File: config.mk
export PLATFORM = sky130hd
export DESIGN_NAME = lsu_dmem_arb_flat
export DESIGN_NICKNAME = d
export VERILOG_FILES = /design/src/rtl/lsu_dmem_arb_if.sv /design/src/rtl/lsu_dmem_arb.sv /design/src/flat_wrapper.sv
export SDC_FILE = /design/constraint.sdc
export NUM_CORES = 1
export LEC_CHECK = 0
export ABC_AREA = 0
export CORE_AREA = 2 2 112 114
export DETAILED_ROUTE_END_ITERATION = 8
export DIE_AREA = 0 0 114 116
export GPL_ROUTABILITY_DRIVEN = 0
export SYNTH_ARGS = -nofsm -noshare
export SYNTH_HDL_FRONTEND = slang
export SYNTH_SLANG_ARGS = --single-unit
File: constraint.sdc
create_clock -name clk_i -period 3.7 [get_ports clk_i]
set_input_delay 0.37 -clock clk_i [delete_from_list [all_inputs] [get_ports clk_i]]
set_output_delay 0.37 -clock clk_i [all_outputs]
set_load 0.1 [all_outputs]
File: src/rtl/lsu_dmem_arb_if.sv
// Purpose: bundles the m0/m1 requester ports and the shared data-memory port of lsu_dmem_arb.
// Latency: wires only.
// Backpressure: carries req/gnt handshakes; data_gnt_i stalls whichever requester is selected.
// Ports: m0_* (load/store pipeline), m1_* (background requester), data_* (memory bus),
//        rdata_o (broadcast read data), rsp_unexp_o (sticky unexpected-response flag).
// The slave modport is the arbiter's view; the master modport is the surrounding
// requesters and memory.
interface lsu_dmem_arb_if #(
    parameter int MemW = 32
);
    // requester 0: load/store pipeline
    logic            m0_req_i;
    logic            m0_we_i;
    logic            m0_is_cap_i;
    logic            m0_is_lrsc_i;
    logic [3:0]      m0_be_i;
    logic [31:0]     m0_addr_i;
    logic [MemW-1:0] m0_wdata_i;
    logic            m0_gnt_o;
    logic            m0_rvalid_o;
    logic            m0_err_o;
    logic            m0_sc_resp_o;

    // requester 1: background engine
    logic            m1_req_i;
    logic            m1_we_i;
    logic            m1_is_cap_i;
    logic [3:0]      m1_be_i;
    logic [31:0]     m1_addr_i;
    logic [MemW-1:0] m1_wdata_i;
    logic            m1_gnt_o;
    logic            m1_rvalid_o;
    logic            m1_err_o;

    logic [MemW-1:0] rdata_o;

    // shared data-memory port
    logic            data_req_o;
    logic            data_we_o;
    logic            data_is_cap_o;
    logic            data_is_lrsc_o;
    logic [3:0]      data_be_o;
    logic [31:0]     data_addr_o;
    logic [MemW-1:0] data_wdata_o;
    logic            data_gnt_i;
    logic            data_rvalid_i;
    logic            data_err_i;
    logic            data_sc_resp_i;
    logic [MemW-1:0] data_rdata_i;

    logic            rsp_unexp_o;

    modport slave (
        input  m0_req_i, m0_we_i, m0_is_cap_i, m0_is_lrsc_i, m0_be_i, m0_addr_i, m0_wdata_i,
        output m0_gnt_o, m0_rvalid_o, m0_err_o, m0_sc_resp_o,
        input  m1_req_i, m1_we_i, m1_is_cap_i, m1_be_i, m1_addr_i, m1_wdata_i,
        output m1_gnt_o, m1_rvalid_o, m1_err_o,
        output rdata_o,
        output data_req_o, data_we_o, data_is_cap_o, data_is_lrsc_o, data_be_o,
        output data_addr_o, data_wdata_o,
        input  data_gnt_i, data_rvalid_i, data_err_i, data_sc_resp_i, data_rdata_i,
        output rsp_unexp_o
    );

    modport master (
        output m0_req_i, m0_we_i, m0_is_cap_i, m0_is_lrsc_i, m0_be_i, m0_addr_i, m0_wdata_i,
        input  m0_gnt_o, m0_rvalid_o, m0_err_o, m0_sc_resp_o,
        output m1_req_i, m1_we_i, m1_is_cap_i, m1_be_i, m1_addr_i, m1_wdata_i,
        input  m1_gnt_o, m1_rvalid_o, m1_err_o,
        input  rdata_o,
        input  data_req_o, data_we_o, data_is_cap_o, data_is_lrsc_o, data_be_o,
        input  data_addr_o, data_wdata_o,
        output data_gnt_i, data_rvalid_i, data_err_i, data_sc_resp_i, data_rdata_i,
        input  rsp_unexp_o
    );
endinterface

File: src/rtl/lsu_dmem_arb.sv
// Purpose: two-requester arbiter for the data memory port with in-order response routing.
// Latency: zero-cycle combinational request, grant and response paths; state updates on clk_i.
// Backpressure: requester held while data_gnt_i is low (ownership locked) or the ID FIFO is full.
// Ports: clk_i, rst_ni (async active-low), bus (lsu_dmem_arb_if.slave: m0_*, m1_*, data_*,
//        rdata_o, rsp_unexp_o).
module lsu_dmem_arb #(
    parameter int MaxOutstanding = 2,
    parameter int StarveLimit    = 4
) (
    input  logic          clk_i,
    input  logic          rst_ni,
    lsu_dmem_arb_if.slave bus
);
    localparam int CW = $clog2(MaxOutstanding + 1);
    localparam logic [3:0] Limit = 4'(StarveLimit);

    // Outstanding-transaction FIFO, kept as a shift register so the head is always slot 0.
    // Each slot holds the issuing requester ID plus a tag marking m0 LR/SC accesses, so the
    // LR/SC fence releases on exactly the response that belongs to the LR/SC grant.
    logic [MaxOutstanding-1:0] fifo_id;
    logic [MaxOutstanding-1:0] fifo_lrsc;
    logic [MaxOutstanding-1:0] id_shift;
    logic [MaxOutstanding-1:0] lrsc_shift;
    logic [CW-1:0]             count;
    logic [CW-1:0]             wr_idx;
    logic [CW-1:0]             lrsc_pend;

    logic       lock;
    logic       lock_id;
    logic [3:0] starve;
    logic       rsp_unexp;

    logic full;
    logic empty;
    logic push;
    logic pop;
    logic head_id;
    logic head_lrsc;
    logic sel_vld;
    logic sel_id;
    logic sel_req;
    logic m0_gnt;
    logic m1_gnt;
    logic m0_rvalid;

    assign empty     = (count == '0);
    assign full      = (count == CW'(MaxOutstanding));
    assign head_id   = fifo_id[0];
    assign head_lrsc = fifo_lrsc[0];

    // Selection. A lock keeps a presented-but-ungranted request on the bus; the starve
    // override and the normal m1 path are both blocked while an LR/SC is in flight.
    always_comb begin
        sel_vld = 1'b0;
        sel_id  = 1'b0;
        if (lock) begin
            sel_vld = 1'b1;
            sel_id  = lock_id;
        end else if (bus.m1_req_i && (starve >= Limit) && (lrsc_pend == '0)) begin
            sel_vld = 1'b1;
            sel_id  = 1'b1;
        end else if (bus.m0_req_i) begin
            sel_vld = 1'b1;
            sel_id  = 1'b0;
        end else if (bus.m1_req_i && (lrsc_pend == '0)) begin
            sel_vld = 1'b1;
            sel_id  = 1'b1;
        end
    end

    assign sel_req = sel_vld & (sel_id ? bus.m1_req_i : bus.m0_req_i);

    // A full FIFO blocks the request even if a response pops this cycle.
    assign bus.data_req_o     = sel_req & ~full;
    assign bus.data_we_o      = sel_id ? bus.m1_we_i     : bus.m0_we_i;
    assign bus.data_is_cap_o  = sel_id ? bus.m1_is_cap_i : bus.m0_is_cap_i;
    assign bus.data_is_lrsc_o = ~sel_id & bus.m0_is_lrsc_i;
    assign bus.data_be_o      = sel_id ? bus.m1_be_i     : bus.m0_be_i;
    assign bus.data_addr_o    = sel_id ? bus.m1_addr_i   : bus.m0_addr_i;
    assign bus.data_wdata_o   = sel_id ? bus.m1_wdata_i  : bus.m0_wdata_i;

    assign push   = bus.data_req_o & bus.data_gnt_i;
    assign pop    = bus.data_rvalid_i & ~empty;
    assign m0_gnt = push & ~sel_id;
    assign m1_gnt = push & sel_id;

    assign bus.m0_gnt_o = m0_gnt;
    assign bus.m1_gnt_o = m1_gnt;

    // Responses route from the FIFO head; a response with nothing outstanding is dropped.
    assign m0_rvalid        = pop & ~head_id;
    assign bus.m0_rvalid_o  = m0_rvalid;
    assign bus.m1_rvalid_o  = pop & head_id;
    assign bus.m0_err_o     = bus.data_err_i & m0_rvalid;
    assign bus.m1_err_o     = bus.data_err_i & pop & head_id;
    assign bus.m0_sc_resp_o = bus.data_sc_resp_i & m0_rvalid;
    assign bus.rdata_o      = bus.data_rdata_i;
    assign bus.rsp_unexp_o  = rsp_unexp;

    // On a simultaneous pop the new entry lands one slot lower, behind the shifted contents.
    assign wr_idx     = count - CW'(pop);
    assign id_shift   = fifo_id >> 1;
    assign lrsc_shift = fifo_lrsc >> 1;

    always_ff @(posedge clk_i or negedge rst_ni) begin
        if (!rst_ni) begin
            count     <= '0;
            fifo_id   <= '0;
            fifo_lrsc <= '0;
        end else begin
            count <= count + CW'(push) - CW'(pop);
            for (int i = 0; i < MaxOutstanding; i++) begin
                if (push && (CW'(i) == wr_idx)) begin
                    fifo_id[i]   <= sel_id;
                    fifo_lrsc[i] <= ~sel_id & bus.m0_is_lrsc_i;
                end else if (pop) begin
                    fifo_id[i]   <= id_shift[i];
                    fifo_lrsc[i] <= lrsc_shift[i];
                end
            end
        end
    end

    always_ff @(posedge clk_i or negedge rst_ni) begin
        if (!rst_ni) begin
            lock    <= 1'b0;
            lock_id <= 1'b0;
        end else if (bus.data_req_o && !bus.data_gnt_i) begin
            lock    <= 1'b1;
            lock_id <= sel_id;
        end else if (push) begin
            lock    <= 1'b0;
        end
    end

    // Counts m0 wins while m1 waits; saturates so the override holds until m1 is granted.
    always_ff @(posedge clk_i or negedge rst_ni) begin
        if (!rst_ni) begin
            starve <= '0;
        end else if (m1_gnt || !bus.m1_req_i) begin
            starve <= '0;
        end else if (m0_gnt && (starve < Limit)) begin
            starve <= starve + 4'd1;
        end
    end

    always_ff @(posedge clk_i or negedge rst_ni) begin
        if (!rst_ni) begin
            lrsc_pend <= '0;
        end else begin
            lrsc_pend <= lrsc_pend + CW'(m0_gnt & bus.m0_is_lrsc_i) - CW'(pop & head_lrsc);
        end
    end

    always_ff @(posedge clk_i or negedge rst_ni) begin
        if (!rst_ni) begin
            rsp_unexp <= 1'b0;
        end else if (bus.data_rvalid_i && empty) begin
            rsp_unexp <= 1'b1;
        end
    end
endmodule

File: src/flat_wrapper.sv
// flat-port wrapper written by rule: the top's interface ports become plain ports
module lsu_dmem_arb_flat 
#(
    parameter int MaxOutstanding = 2,
    parameter int StarveLimit    = 4
)
  (clk_i, rst_ni, bus_m0_req_i, bus_m0_we_i, bus_m0_is_cap_i, bus_m0_is_lrsc_i, bus_m0_be_i, bus_m0_addr_i, bus_m0_wdata_i, bus_m0_gnt_o, bus_m0_rvalid_o, bus_m0_err_o, bus_m0_sc_resp_o, bus_m1_req_i, bus_m1_we_i, bus_m1_is_cap_i, bus_m1_be_i, bus_m1_addr_i, bus_m1_wdata_i, bus_m1_gnt_o, bus_m1_rvalid_o, bus_m1_err_o, bus_rdata_o, bus_data_req_o, bus_data_we_o, bus_data_is_cap_o, bus_data_is_lrsc_o, bus_data_be_o, bus_data_addr_o, bus_data_wdata_o, bus_data_gnt_i, bus_data_rvalid_i, bus_data_err_i, bus_data_sc_resp_i, bus_data_rdata_i, bus_rsp_unexp_o);
  lsu_dmem_arb_if #(.MemW(32)) bus_i ();
  input  logic clk_i;
  input  logic rst_ni;
  input wire logic [$bits(bus_i.m0_req_i)-1:0] bus_m0_req_i;
  input wire logic [$bits(bus_i.m0_we_i)-1:0] bus_m0_we_i;
  input wire logic [$bits(bus_i.m0_is_cap_i)-1:0] bus_m0_is_cap_i;
  input wire logic [$bits(bus_i.m0_is_lrsc_i)-1:0] bus_m0_is_lrsc_i;
  input wire logic [$bits(bus_i.m0_be_i)-1:0] bus_m0_be_i;
  input wire logic [$bits(bus_i.m0_addr_i)-1:0] bus_m0_addr_i;
  input wire logic [$bits(bus_i.m0_wdata_i)-1:0] bus_m0_wdata_i;
  output wire logic [$bits(bus_i.m0_gnt_o)-1:0] bus_m0_gnt_o;
  output wire logic [$bits(bus_i.m0_rvalid_o)-1:0] bus_m0_rvalid_o;
  output wire logic [$bits(bus_i.m0_err_o)-1:0] bus_m0_err_o;
  output wire logic [$bits(bus_i.m0_sc_resp_o)-1:0] bus_m0_sc_resp_o;
  input wire logic [$bits(bus_i.m1_req_i)-1:0] bus_m1_req_i;
  input wire logic [$bits(bus_i.m1_we_i)-1:0] bus_m1_we_i;
  input wire logic [$bits(bus_i.m1_is_cap_i)-1:0] bus_m1_is_cap_i;
  input wire logic [$bits(bus_i.m1_be_i)-1:0] bus_m1_be_i;
  input wire logic [$bits(bus_i.m1_addr_i)-1:0] bus_m1_addr_i;
  input wire logic [$bits(bus_i.m1_wdata_i)-1:0] bus_m1_wdata_i;
  output wire logic [$bits(bus_i.m1_gnt_o)-1:0] bus_m1_gnt_o;
  output wire logic [$bits(bus_i.m1_rvalid_o)-1:0] bus_m1_rvalid_o;
  output wire logic [$bits(bus_i.m1_err_o)-1:0] bus_m1_err_o;
  output wire logic [$bits(bus_i.rdata_o)-1:0] bus_rdata_o;
  output wire logic [$bits(bus_i.data_req_o)-1:0] bus_data_req_o;
  output wire logic [$bits(bus_i.data_we_o)-1:0] bus_data_we_o;
  output wire logic [$bits(bus_i.data_is_cap_o)-1:0] bus_data_is_cap_o;
  output wire logic [$bits(bus_i.data_is_lrsc_o)-1:0] bus_data_is_lrsc_o;
  output wire logic [$bits(bus_i.data_be_o)-1:0] bus_data_be_o;
  output wire logic [$bits(bus_i.data_addr_o)-1:0] bus_data_addr_o;
  output wire logic [$bits(bus_i.data_wdata_o)-1:0] bus_data_wdata_o;
  input wire logic [$bits(bus_i.data_gnt_i)-1:0] bus_data_gnt_i;
  input wire logic [$bits(bus_i.data_rvalid_i)-1:0] bus_data_rvalid_i;
  input wire logic [$bits(bus_i.data_err_i)-1:0] bus_data_err_i;
  input wire logic [$bits(bus_i.data_sc_resp_i)-1:0] bus_data_sc_resp_i;
  input wire logic [$bits(bus_i.data_rdata_i)-1:0] bus_data_rdata_i;
  output wire logic [$bits(bus_i.rsp_unexp_o)-1:0] bus_rsp_unexp_o;
  assign bus_i.m0_req_i = bus_m0_req_i;
  assign bus_i.m0_we_i = bus_m0_we_i;
  assign bus_i.m0_is_cap_i = bus_m0_is_cap_i;
  assign bus_i.m0_is_lrsc_i = bus_m0_is_lrsc_i;
  assign bus_i.m0_be_i = bus_m0_be_i;
  assign bus_i.m0_addr_i = bus_m0_addr_i;
  assign bus_i.m0_wdata_i = bus_m0_wdata_i;
  assign bus_m0_gnt_o = bus_i.m0_gnt_o;
  assign bus_m0_rvalid_o = bus_i.m0_rvalid_o;
  assign bus_m0_err_o = bus_i.m0_err_o;
  assign bus_m0_sc_resp_o = bus_i.m0_sc_resp_o;
  assign bus_i.m1_req_i = bus_m1_req_i;
  assign bus_i.m1_we_i = bus_m1_we_i;
  assign bus_i.m1_is_cap_i = bus_m1_is_cap_i;
  assign bus_i.m1_be_i = bus_m1_be_i;
  assign bus_i.m1_addr_i = bus_m1_addr_i;
  assign bus_i.m1_wdata_i = bus_m1_wdata_i;
  assign bus_m1_gnt_o = bus_i.m1_gnt_o;
  assign bus_m1_rvalid_o = bus_i.m1_rvalid_o;
  assign bus_m1_err_o = bus_i.m1_err_o;
  assign bus_rdata_o = bus_i.rdata_o;
  assign bus_data_req_o = bus_i.data_req_o;
  assign bus_data_we_o = bus_i.data_we_o;
  assign bus_data_is_cap_o = bus_i.data_is_cap_o;
  assign bus_data_is_lrsc_o = bus_i.data_is_lrsc_o;
  assign bus_data_be_o = bus_i.data_be_o;
  assign bus_data_addr_o = bus_i.data_addr_o;
  assign bus_data_wdata_o = bus_i.data_wdata_o;
  assign bus_i.data_gnt_i = bus_data_gnt_i;
  assign bus_i.data_rvalid_i = bus_data_rvalid_i;
  assign bus_i.data_err_i = bus_data_err_i;
  assign bus_i.data_sc_resp_i = bus_data_sc_resp_i;
  assign bus_i.data_rdata_i = bus_data_rdata_i;
  assign bus_rsp_unexp_o = bus_i.rsp_unexp_o;
  lsu_dmem_arb #(.MaxOutstanding(MaxOutstanding), .StarveLimit(StarveLimit)) u_core (.clk_i(clk_i), .rst_ni(rst_ni), .bus(bus_i));
endmodule
# == After elaboration in Yosys (flattened, before gate mapping) ==
# Index checks and enable logic that the tools add are counted.
# word_totals
inputBits,181
elab_cells,81
out_inout_bits,112
reg_bits,15
# classes
n_bitwise,19
muxes,24
n_eq_ne,2
n_addsub,6
reduce_logical,18
n_lt_le_gt_ge,2
# op_table
op,count
$mux 32,2
$mux 1,19
$and 1x1->1,15
$mux 4,3
$logic_and 1x1->1,8
$reduce_bool 2->1,4
$logic_not 2->1,3
$add 4x1->4 const B,1
$ge 4x3->1 const B,1
$lt 4x3->1 const B,1
$not 1->1,4
$sub 2x1->2,2
$add 2x1->2,1
$add 2x2->2,1
$eq 1x2->1 const A,1
$eq 2x2->1 const B,1
$logic_not 1->1,2
$sub 2x2->2,1
$logic_or 1x1->1,1

# == Depth between registers and ports, before layout ==
# depth
ltp_word,14
depth_mapped,8
depth_no_buf,8

# == Least setup slack after synthesis ==
# OpenSTA, ideal clock, no wires.
# synth_path
kind,reg2reg
from,register u_core.lock_id
to,register u_core.count[1]
stages_incl_launch_ff,6
arrival_ns,3.537
path_slack_ns,0.031
setup_time_ns,0.132
t_required_ns,3.568
path_buffers,0
period_less_slack_ns,3.669
path_cell_list,dfrtp_1 and2_1 o31ai_1 and2_1 ha_1 xnor2_1
# synth_via
elab_chain_cells,7
# synth_lines
element,line_no,rtl
from (decl),lsu_dmem_arb.sv:29,logic lock_id;
from (signal assigned),lsu_dmem_arb.sv:130,lock_id <= sel_id;
$mux 1,lsu_dmem_arb.sv:56,if (lock) begin
$mux 1,lsu_dmem_arb.sv:71,assign sel_req = sel_vld & (sel_id ? bus.m1_req_i : bus.m0_req_i);
$and 1x1->1,lsu_dmem_arb.sv:71,
$and 1x1->1,lsu_dmem_arb.sv:74,assign bus.data_req_o = sel_req & ~full;
named net bus_data_req_o,flat_wrapper.sv:32,output wire logic [$bits(bus_i.data_req_o)-1:0] bus_data_req_o;
$and 1x1->1,lsu_dmem_arb.sv:82,assign push = bus.data_req_o & bus.data_gnt_i;
$add 2x1->2,lsu_dmem_arb.sv:111,count <= count + CW'(push) - CW'(pop);
$sub 2x1->2,lsu_dmem_arb.sv:111,
to (signal assigned),lsu_dmem_arb.sv:111,
to (decl),lsu_dmem_arb.sv:24,logic [CW-1:0] count;
# The timed path passes the listed nets, and every way through them passes these cells.
# A chain may end at the register's enable or synchronous reset.

# == Worst setup path in the final report ==
# layout_path
from,input bus_m1_req_i
to,output bus_data_addr_o[2]
# layout_via
elab_chain_cells,6
elab_cells_between_ends,8
cone_classes,mux: 5; reduce/logical: 3
# layout_lines
element,line_no,rtl
from (decl),flat_wrapper.sv:22,input wire logic [$bits(bus_i.m1_req_i)-1:0] bus_m1_req_i;
$logic_and 1x1->1,lsu_dmem_arb.sv:65,end else if (bus.m1_req_i && (lrsc_pend == '0)) begin
$mux 1,lsu_dmem_arb.sv:65,
$mux 1,lsu_dmem_arb.sv:62,end else if (bus.m0_req_i) begin
$mux 1 *,lsu_dmem_arb.sv:59,end else if (bus.m1_req_i && (starve >= Limit) && (lrsc_pend == '0)) begin
$mux 1 *,lsu_dmem_arb.sv:56,
$mux 32 *,lsu_dmem_arb.sv:79,assign bus.data_addr_o = sel_id ? bus.m1_addr_i : bus.m0_addr_i;
to (decl),flat_wrapper.sv:37,output wire logic [$bits(bus_i.data_addr_o)-1:0] bus_data_addr_o;
# Every way passes the cells marked *; elsewhere a longest branch is shown, timed or not.

==> results.json <==
{
  "run_status": "finished, final reports clean",
  "detail_route.drc_violations": 0,
  "worst_r2r_endpoint": "u_core.lrsc_pend[1]",
  "top_level_ports": 293,
  "endpoint_kind": "output pin",
  "fin_setup_tns_ns": 0,
  "synth.lib_cells_used.distinct": 35,
  "max_freq_mhz": 345,
  "required_ns": 3.33,
  "fin_total_pwr_mw": 3.93,
  "areaGrowthSynthToFinish_pct": 144,
  "maximum_number_of_pins_on_one_net_before_global_route_repair": 86,
  "dpl_hpwl_mm": 8.12,
  "synth.avg_cell_area_um2": 5.66,
  "synth_fp_nets": 545,
  "grt_use_total": 0.136,
  "sum_of_overflow_across_all_layers_after_global_routing": 0,
  "grt_pass1_vias": 2707,
  "synth-seq-area-share": 0.185,
  "place_ws_ns": 0.742,
  "cts_sinks": 15,
  "report.final.setup_viol": 0,
  "netlist_instances": 359,
  "timing.hold.worst.class": "register to register",
  "clock_pin_slew_on_the_worst_setup_and_hold_paths_ns": 0.05,
  "firstDrtPassIters": 6,
  "critical_path.most_common_cell": "nand2_1",
  "drtIter0Drc": 100,
  "rows": 40,
  "path_cells": "clkdlybuf4s50_1 > a31o_4 > nand2_1 > nand2_1 > buf_12",
  "placedCellCount": 687,
  "initial_core_util": 0.171,
  "synth_area_mm2": 0.00203,
  "crit_end": "bus_data_addr_o[2]",
  "criticalPathCategory": "input pin to output pin",
  "wl_mm": 9.93,
  "crit_path_start_kind": "input pin",
  "cts_tree": "done",
  "grt_setup_unrepaired": "false",
  "static-leakage-power_nw": 2.36,
  "post-synth-top-area-fraction": 0.406,
  "synth-warning-count": 0,
  "critical_path_fanouts_max": 85,
  "place.port_buffers": 228,
  "max_capacitance_violation_count": 0,
  "most_frequent_standard_cell_in_the_layout_excluding_fill_and_tap_cells": "nand2_1",
  "post_cts_buffers": 0,
  "cts_resized": 0,
  "mostFrequentLayoutCells": "nand2_1, clkdlybuf4s50_1, buf_12, dfrtp_1, buf_4",
  "finalWorstSetupSlack_ns": 0.798,
  "finalHoldWorstSlack_ns": 0.466,
  "cpMaxStageDelayCell": "a31o_4",
  "crit-reg2reg-launch": "u_core.lock",
  "rr_worst_depth": 6,
  "antenna_cell_count": 0,
  "worstMarginPinSlew_ns": 0.961,
  "timing.final.crit_share": 0.784,
  "layout-drive-gt1-share": 0.165,
  "die_y_um": 116,
  "layout.nets": 731,
  "hold_buf_count_cts": 0,
  "irDropWorstVdd_uv": 397,
  "wl_per_cell_um": 14.4,
  "design.die.area_mm2": 0.0132,
  "vias_per_cell": 4.24,
  "clock_insertion_delay_worst_skew_ns": 0.25,
  "h_tree_level_count": 1,
  "final_antenna_net_count": 0,
  "final-hold-violation-count": 0,
  "layout_min_cycle_time_ns": 2.90,
  "synth.top_cells.by_area": "nand2_1, dfrtp_1, buf_4",
  "placeableCoreArea_mm2": 0.0119,
  "ff2ff_setup_slack_ns": 1.33,
  "report.final.slew_viol_count": 0,
  "synth-seq-cells": 15,
  "total_cts_buffers": 3,
  "wire_length_of_the_first_global_routing_pass_mm": 14.4,
  "ctsRootBufferMaster": "clkbuf_16",
  "final.setup_skew_ns": 0.00340,
  "post-synth-top-area-cell": "nand2_1",
  "relSlewSlack": 0.358,
  "min_delay_path_depth": 1,
  "clk_path_buf_depth": 2,
  "die_w_um": 114,
  "timing.critical_path.slowest_cell_delay_ns": 0.86,
  "fin_cells": 691,
  "number_of_antenna_violations_at_the_first_check_in_global_routing": 0,
  "p_per_area_mw_per_mm2": 791,
  "via_count": 2933,
  "worstPathArrival_ns": 2.53,
  "cp-startpoint": "bus_m1_req_i"
}
==> sequential cells by signal, summed over array words and instances (netlist names) <==
signal,flops
u_core.fifo_id,2
u_core.lrsc_pend,2
u_core.bus.rsp_unexp_o,1
u_core.lock,1
u_core.starve,4
u_core.count,2
u_core.fifo_lrsc,2
u_core.lock_id,1
==> cell families after synthesis <==
group	share of synthesized area
flip-flops	0.185
AO/OA/AOI/OAI	0.0751
adder cells (fa/ha/maj)	0.0308
buffers and inverters	0.175
multiplexers	0.0154
AND/OR/NAND/NOR	0.502
XOR/XNOR	0.0172
==> synthesized netlist by cell type <==
master	instances
a32oi_1	2
o21ai_1	1
dfrtp_1	15
o21ai_0	4
a21o_1	1
o32ai_1	1
nor2_1	9
nand2b_1	1
or3_1	2
nor3_2	1
buf_4	32
mux2_2	1
a31oi_1	1
o31ai_1	2
and2_1	7
a21oi_1	1
o2bb2ai_1	2
or4_4	1
clkbuf_1	2
o22ai_1	2
ha_1	5
or3b_4	1
nand2_1	220
and3_1	1
mux2i_1	2
a31oi_4	1
nor3_1	3
a31o_1	1
xnor2_1	4
buf_2	15
nor2b_1	1
o211ai_1	1
nand3_1	5
nand4_1	2
inv_1	9
==> power by group <==
group / internal, mW / total, mW / leakage (nW) / switching, mW
Sequential: 0.216 / 0.260 / 0.189 / 0.0441
Combinational: 1.14 / 3.46 / 2.14 / 2.31
Clock: 0.146 / 0.216 / 0.0382 / 0.0697
==> metal layers <==
| layer | up-vias | global-route usage | part of all wire |
|---|---|---|---|
| li1 | 1456 | - | - |
| met1 | 1313 | 0.157 | 0.38 |
| met2 | 157 | 0.252 | 0.52 |
| met3 | 7 | 0.0371 | 0.093 |
| met4 | 0 | 0.0244 | 0.0083 |
| met5 | - | 0 | 0 |
==> per-stage QoR <==
step           utilization  instance area [µm²]
6_report             0.417                 4970
5_1_grt              0.417                 4970
4_1_cts              0.417                 4970
3_5_place_dp         0.411                 4890
3_3_place_gp         0.411                 4890
2_1_floorplan            -                 2030
==> worst max-delay path, delay by kind of cell <==
kind / cells / cell delay (ns)
AOI/OAI and AO/OA: 1 / 0.86
buffers and inverters: 2 / 0.91
and+or+nand+nor: 2 / 0.35
==> cell type report <==
type	instances	area, µm²
clock buffers	4	78.8
inverters	9	33.8
flip-flops and latches	15	375
well taps	147	184
repair buffers	230	2990
multi-input cells	286	1310
fillers	1182	6940
==> worst min-delay path by stage <==
stage | start | endpoint | slack (ns)
after CTS | u_core.bus.rsp_unexp_o | u_core.bus.rsp_unexp_o | 0.47
after global placement | u_core.bus.rsp_unexp_o | u_core.bus.rsp_unexp_o | 0.44
final | u_core.bus.rsp_unexp_o | u_core.bus.rsp_unexp_o | 0.47
after detailed placement | u_core.bus.rsp_unexp_o | u_core.bus.rsp_unexp_o | 0.45
after floorplan | rst_ni | u_core.bus.rsp_unexp_o | 0.07
after global routing | u_core.bus.rsp_unexp_o | u_core.bus.rsp_unexp_o | 0.50
No activity file was read; power rests on OpenSTA's default activity.
